**config.mk**
```make
export PLATFORM = sky130hd
export DESIGN_NAME = ha_serial_accum
export DESIGN_NICKNAME = d
export VERILOG_FILES = /design/src/rtl/ha_serial_accum.sv
export SDC_FILE = /design/constraint.sdc
export NUM_CORES = 1
export LEC_CHECK = 0
export CAP_MARGIN = 10
export CORE_MARGIN = 2
export CORE_UTILIZATION = 60
export DETAILED_ROUTE_END_ITERATION = 8
export DONT_BUFFER_PORTS = 1
export MAX_ROUTING_LAYER = met4
export PLACE_DENSITY_LB_ADDON = 0.12
export SLEW_MARGIN = 20
export SYNTH_ARGS = -nofsm -noshare
export SYNTH_HDL_FRONTEND = slang
export SYNTH_SLANG_ARGS = --single-unit
export TNS_END_PERCENT = 10
```
**constraint.sdc**
```tcl
create_clock -name clk -period 1.8 [get_ports clk]
set_input_delay 0.18 -clock clk [delete_from_list [all_inputs] [get_ports clk]]
set_output_delay 0.18 -clock clk [all_outputs]
set_load 0.02 [all_outputs]
```
**src/rtl/ha_serial_accum.sv**
```systemverilog
// ---------------------------------------------------------------------------
// ha_serial_accum
//
// Completes a bit-serial full adder behind a half-adder stage. Each cycle the
// upstream stage presents z = x & y (carry) and w = x ^ y (sum) for one bit
// position, LSB first. This block keeps the running carry, deserializes the
// sum bits into a WIDTH-bit word and offers the word plus the final carry-out
// on a valid/ready handshake.
//
// Ports
//   clk          clock, rising edge
//   rst          synchronous active-high reset
//   i_z, i_w     half-adder carry / sum bit for the current position
//   i_valid      i_z/i_w hold a bit this cycle
//   i_first      bit is bit 0 of a new frame (qualified by i_valid)
//   o_bit_ready  a bit is accepted this cycle when i_valid is also high
//   o_sum        assembled result word
//   o_carry      carry-out of the MSB
//   o_valid      o_sum/o_carry hold a result
//   i_ready      downstream takes the result this cycle
//   o_frame_err  one-cycle pulse on a framing violation
//
// Build option
//   ASVI_HA_SATURATE_EN : when defined, a result with carry-out 1 loads
//                         o_sum with all ones (o_carry still reports 1).
//
// State | Meaning
// ------+-------------------------------------------------------------
// IDLE  | no frame in progress; only a bit with i_first starts one
// ACC   | collecting bits 1..WIDTH-1 of the current frame
// ---------------------------------------------------------------------------
module ha_serial_accum #(
    parameter int WIDTH = 8
) (
    input  logic             clk,
    input  logic             rst,
    input  logic             i_z,
    input  logic             i_w,
    input  logic             i_valid,
    input  logic             i_first,
    output logic             o_bit_ready,
    output logic [WIDTH-1:0] o_sum,
    output logic             o_carry,
    output logic             o_valid,
    input  logic             i_ready,
    output logic             o_frame_err
);

    localparam int CW = $clog2(WIDTH + 1);

    typedef enum logic {
        IDLE = 1'b0,
        ACC  = 1'b1
    } state_t;

    state_t           state_q, state_d;
    logic             c_q, c_d;
    logic [CW-1:0]    cnt_q, cnt_d;
    // Only WIDTH-1 bits are stored: the final bit goes straight into o_sum.
    logic [WIDTH-2:0] sh_q, sh_d;
    logic [WIDTH-1:0] sum_q, sum_d;
    logic             carry_q, carry_d;
    logic             valid_q, valid_d;
    logic             ferr_q, ferr_d;

    logic             accept;
    logic             restart;
    logic             c_in;
    logic             s_bit;
    logic             c_nx;
    logic [CW-1:0]    cnt_nx;
    logic [WIDTH-1:0] word;

    // A result being popped frees the slot in the same cycle.
    assign o_bit_ready = ~valid_q | i_ready;
    assign accept      = i_valid & o_bit_ready;
    assign restart     = accept & i_first;

    // A frame start always begins from a cleared carry, whatever c_q holds.
    assign c_in   = restart ? 1'b0 : c_q;
    assign s_bit  = i_w ^ c_in;
    assign c_nx   = i_z | (i_w & c_in);
    assign cnt_nx = restart ? CW'(1) : cnt_q + CW'(1);
    assign word   = {s_bit, sh_q};

    always_comb begin
        state_d = state_q;
        c_d     = c_q;
        cnt_d   = cnt_q;
        sh_d    = sh_q;
        sum_d   = sum_q;
        carry_d = carry_q;
        valid_d = valid_q;
        ferr_d  = 1'b0;

        if (valid_q && i_ready) begin
            valid_d = 1'b0;
        end

        if (accept) begin
            unique case (state_q)
                IDLE: begin
                    if (i_first) begin
                        state_d = ACC;
                        c_d     = c_nx;
                        cnt_d   = cnt_nx;
                        sh_d    = word[WIDTH-1:1];
                    end else begin
                        ferr_d  = 1'b1;
                    end
                end
                ACC: begin
                    // i_first mid-frame: partial frame is discarded and this
                    // bit is taken as bit 0 through restart/c_in/cnt_nx.
                    ferr_d = i_first;
                    if (cnt_nx == CW'(WIDTH)) begin
`ifdef ASVI_HA_SATURATE_EN
                        sum_d = c_nx ? {WIDTH{1'b1}} : word;
`else
                        sum_d = word;
`endif
                        carry_d = c_nx;
                        valid_d = 1'b1;
                        cnt_d   = '0;
                        c_d     = 1'b0;
                        sh_d    = word[WIDTH-1:1];
                        state_d = IDLE;
                    end else begin
                        c_d     = c_nx;
                        cnt_d   = cnt_nx;
                        sh_d    = word[WIDTH-1:1];
                    end
                end
                default: state_d = IDLE;
            endcase
        end
    end

    always_ff @(posedge clk) begin
        if (rst) begin
            state_q <= IDLE;
            c_q     <= 1'b0;
            cnt_q   <= '0;
            sh_q    <= '0;
            sum_q   <= '0;
            carry_q <= 1'b0;
            valid_q <= 1'b0;
            ferr_q  <= 1'b0;
        end else begin
            state_q <= state_d;
            c_q     <= c_d;
            cnt_q   <= cnt_d;
            sh_q    <= sh_d;
            sum_q   <= sum_d;
            carry_q <= carry_d;
            valid_q <= valid_d;
            ferr_q  <= ferr_d;
        end
    end

    assign o_sum       = sum_q;
    assign o_carry     = carry_q;
    assign o_valid     = valid_q;
    assign o_frame_err = ferr_q;

endmodule

```
==> impl_metrics.prom, run 1 <==
# TYPE chip_impl_metric gauge
chip_impl_metric{name="netlist-cell-type-count",unit=""} 29
chip_impl_metric{name="ir_worst_vdd",unit="µV"} 430
chip_impl_metric{name="vias",unit=""} 799
chip_impl_metric{name="multi_input_comb_area",unit="µm²"} 564
chip_impl_metric{name="antennaDiodeCount",unit=""} 0
chip_impl_metric{name="gr-total-overflow",unit=""} 0
chip_impl_metric{name="synth_sequential_area_ratio",unit="%"} 44.3
chip_impl_info{name="rr_startpoint",value="cnt_q[0]$_SDFFE_PP0P_"} 1
chip_impl_info{name="yosys.cell_count.top_type",value="sky130_fd_sc_hd__dfxtp_1"} 1
chip_impl_metric{name="ant_nets",unit=""} 0
chip_impl_metric{name="setup.reg_to_reg.worst_slack",unit="ns"} 0.09
chip_impl_metric{name="max_clock_freq",unit="MHz"} 586
chip_impl_metric{name="share_of_post_route_cells_with_drive_strength_above_1",unit="%"} 8.26
chip_impl_metric{name="floorplan.die_area",unit="mm²"} 0.00216
chip_impl_metric{name="die-height",unit="µm"} 46.5
chip_impl_metric{name="synth_area_per_cell",unit="µm²"} 9.04
chip_impl_info{name="leading_cell_types_by_count_after_synthesis",value="24 x sky130_fd_sc_hd__dfxtp_1, 20 x sky130_fd_sc_hd__nand2b_1, 17 x sky130_fd_sc_hd__nand2_1, 10 x sky130_fd_sc_hd__a21oi_1, 9 x sky130_fd_sc_hd__mux2i_1"} 1
chip_impl_metric{name="antenna_found_initial",unit=""} 0
chip_impl_metric{name="placed_cells_incl_taps",unit=""} 142
chip_impl_metric{name="ioPinCount",unit=""} 19
chip_impl_info{name="setup.worst_path.class",value="flip-flop to flip-flop"} 1
chip_impl_metric{name="port_buffers",unit=""} 0
chip_impl_metric{name="post-route-util",unit="%"} 67.5
chip_impl_metric{name="cellPowerDensity",unit="mW/mm²"} 727
chip_impl_metric{name="dr.pass1.iters",unit=""} 4
chip_impl_metric{name="hpwl",unit="µm"} 1310
chip_impl_metric{name="placeable_area",unit="mm²"} 0.00171
chip_impl_metric{name="area_delta_synth_final",unit="%"} 6.23
chip_impl_info{name="synthTopCellsByArea",value="sky130_fd_sc_hd__dfxtp_1 44%, sky130_fd_sc_hd__nand2b_1 12%, sky130_fd_sc_hd__mux2i_1 8.3%, sky130_fd_sc_hd__nand2_1 5.9%, sky130_fd_sc_hd__a21oi_1 4.6%"} 1
chip_impl_info{name="class_of_the_most_critical_hold_timing_path",value="primary input to flip-flop"} 1
chip_impl_info{name="cts_tree",value="built"} 1
chip_impl_metric{name="totalWireLength",unit="µm"} 1920
chip_impl_metric{name="clk_latency",unit="ns"} 0.30
chip_impl_metric{name="drt-vias-per-instance",unit=""} 5.47
chip_impl_metric{name="drt-initial-drc-count",unit=""} 5
chip_impl_info{name="timing.critical_path.to_type",value="flip-flop"} 1
chip_impl_info{name="synth_top_area_cell",value="sky130_fd_sc_hd__dfxtp_1"} 1
chip_impl_metric{name="syn-instance-count",unit=""} 120
chip_impl_info{name="grt_setup_unrepaired",value="false"} 1
chip_impl_metric{name="wire_per_inst",unit="µm"} 13.2
chip_impl_metric{name="floorplan.die.width",unit="µm"} 46.5
chip_impl_metric{name="cp.arrival",unit="ns"} 1.94
chip_impl_metric{name="postSynthNetCount",unit=""} 130
chip_impl_metric{name="first_global_vias",unit=""} 710
chip_impl_metric{name="final_net_count",unit=""} 133
chip_impl_metric{name="synth_enable_flop_cells",unit=""} 0
chip_impl_metric{name="worst_setup_hold_path_clk_slew",unit="ns"} 0.12
chip_impl_metric{name="timing.final.max_slew_violations",unit=""} 0
chip_impl_info{name="clockRootBuffer",value="sky130_fd_sc_hd__clkbuf_4"} 1
chip_impl_metric{name="timing.setup.tns",unit="ns"} 0
chip_impl_metric{name="final_setup_skew",unit="ns"} 0.00360
chip_impl_metric{name="fin_crit",unit="ns"} 1.71
chip_impl_metric{name="grtUsageTotal",unit="%"} 21.1
chip_impl_metric{name="final_hold_viol_count",unit=""} 0
chip_impl_metric{name="netlist.area_leader.share",unit="%"} 44.3
chip_impl_metric{name="finalSetupViolations",unit=""} 0
chip_impl_metric{name="final_cells",unit=""} 146
chip_impl_metric{name="asyncSetResetFlopFracSynth",unit="%"} 0
chip_impl_metric{name="synth_area",unit="mm²"} 0.00108
chip_impl_metric{name="gp_congestion",unit=""} 0.828
chip_impl_metric{name="area.sequential",unit="µm²"} 482
chip_impl_metric{name="slew_headroom",unit="%"} 63.0
chip_impl_metric{name="synth-seq-cells",unit=""} 24
chip_impl_metric{name="drc_errors",unit=""} 0
chip_impl_info{name="cp-start-kind",value="flip-flop"} 1
chip_impl_metric{name="yosysWarningCount",unit=""} 0
chip_impl_info{name="timing.hold.worst.start",value="i_valid"} 1
chip_impl_metric{name="worst-endpoint-required",unit="ns"} 2.03
chip_impl_info{name="critical_path.startpoint",value="cnt_q[0]$_SDFFE_PP0P_"} 1
chip_impl_metric{name="htree_num_levels",unit=""} 1
chip_impl_metric{name="cts_buffers",unit=""} 3
chip_impl_metric{name="lkg_pwr",unit="µW"} 0.000382
chip_impl_info{name="main_flop_type_after_synthesis",value="sky130_fd_sc_hd__dfxtp_1"} 1
chip_impl_metric{name="grt_pass1_wl",unit="µm"} 3110
chip_impl_info{name="run_status",value="complete, no violations"} 1
chip_impl_metric{name="maxCapViolCount",unit=""} 0
chip_impl_metric{name="initial_utilization",unit="%"} 63.5
chip_impl_metric{name="number_of_buffers_on_the_longest_clock_path",unit=""} 2
chip_impl_metric{name="layout.filler_cells",unit=""} 144
chip_impl_metric{name="core.rowCount",unit=""} 15
chip_impl_metric{name="worstPathMaxFanout",unit=""} 10
chip_impl_metric{name="min_period_over_period",unit="%"} 94.8
chip_impl_metric{name="grt_max_degree",unit=""} 21
chip_impl_metric{name="max_slew.worst_pin.slew",unit="ns"} 0.554
chip_impl_metric{name="clock_sinks",unit=""} 24
worst max-delay path, stage by stage, from the launching register on:
cell and delay [ns]:
sky130_fd_sc_hd__dfxtp_2 0.37, sky130_fd_sc_hd__ha_1 0.24, sky130_fd_sc_hd__xnor2_1 0.22, sky130_fd_sc_hd__o2111ai_2 0.19
sky130_fd_sc_hd__nor3_2 0.21, sky130_fd_sc_hd__buf_12 0.18, sky130_fd_sc_hd__mux2i_1 0.22
state kept, by name, summed over array words and instances, names as in the netlist:
name,flops
o_sum,8
c_q,1
o_valid,1
cnt_q,4
o_carry,1
state_q,1
sh_q,7
o_frame_err,1
per-stage QoR:
stage	instance area [µm²]	setup slack, ns	hold WS (ns)	power (µW)
final	1150	0.0943	0.0354	838
after detailed placement	1120	0.0834	0.249	614
after CTS	1150	0.0540	0.0243	847
after floorplan	1080	0.242	0.342	610
after global placement	1120	0.175	0.248	613
after global routing	1150	0.00712	0.0197	874
metal layers:
layer / track usage (%) / vias to the layer above / routed length (µm)
met5: - / - / 0
met4: 10.3 / 0 / 15
met3: 2.35 / 2 / 50
met2: 32.2 / 13 / 922
met1: 27.5 / 375 / 931
li1: - / 409 / -
final timing paths:
check | end | cells past startpoint
setup / recovery | o_sum[3]$_SDFFE_PP0P_ | 6
hold / removal | o_valid$_SDFF_PP0_ | 2
setup reg to reg | o_sum[3]$_SDFFE_PP0P_ | 6
hold reg to reg | sh_q[0]$_SDFFE_PP0P_ | 2
what timing repair did:
item,in CTS,in global routing
endpoints found under the hold margin,14,0
buffers inserted,0,0
hold buffers,1,0
endpoints found under the setup margin,0,4
resized for setup,0,1
cells in the final DEF, fill, tap and decap left out, types with 2 or more instances in the layout:
master	instances
sky130_fd_sc_hd__buf_4	2
sky130_fd_sc_hd__nor2b_1	3
sky130_fd_sc_hd__ha_1	3
sky130_fd_sc_hd__nand4_1	2
sky130_fd_sc_hd__nand2b_1	20
sky130_fd_sc_hd__a21oi_1	10
sky130_fd_sc_hd__clkbuf_4	3
sky130_fd_sc_hd__nand3_1	4
sky130_fd_sc_hd__nand2_1	17
sky130_fd_sc_hd__dfxtp_1	23
sky130_fd_sc_hd__nand3b_1	2
sky130_fd_sc_hd__inv_1	2
sky130_fd_sc_hd__nor2_1	4
sky130_fd_sc_hd__mux2i_1	9
cell families (layout without fill, tap and decap cells):
kind of cell	after synthesis	after routing	share of synthesized area, %
buf+inv	8	9	3.69
fa+ha+maj	3	3	3.46
mux	9	9	8.30
flops	24	24	44.3
compound gates	18	18	11.0
xor+xnor	1	1	0.808
simple gates	57	57	28.5
where the power goes:
| group | total (µW) | switching [µW] | internal [µW] |
|---|---|---|---|
| Sequential | 550 | 9.18 | 541 |
| Clock | 228 | 150 | 78.1 |
| Combinational | 59.8 | 34.0 | 25.9 |
| Total | 838 | 193 | 645 |
cell type report:
cell class                      count  share of cell area (%)
Timing Repair Buffer                4                    3.91
Inverter                            2                   0.651
Multi-Input combinational cell     88                    49.0
Sequential cell                    24                    41.8
Clock buffer                        3                    1.95
Tap cell                           25                    2.71
Note: power is estimated with default switching activity, not from simulation.
==> run 2, diff against run 1 <==
--- a/config.mk
+++ b/config.mk
@@ -8,6 +8,7 @@
 export CAP_MARGIN = 10
 export CORE_MARGIN = 2
 export CORE_UTILIZATION = 60
+export CTS_CLUSTER_SIZE = 12
 export DETAILED_ROUTE_END_ITERATION = 8
 export DONT_BUFFER_PORTS = 1
 export MAX_ROUTING_LAYER = met4
==> results of run 2 <==
Final layout, timing and power as in run 1 (identical DEF).
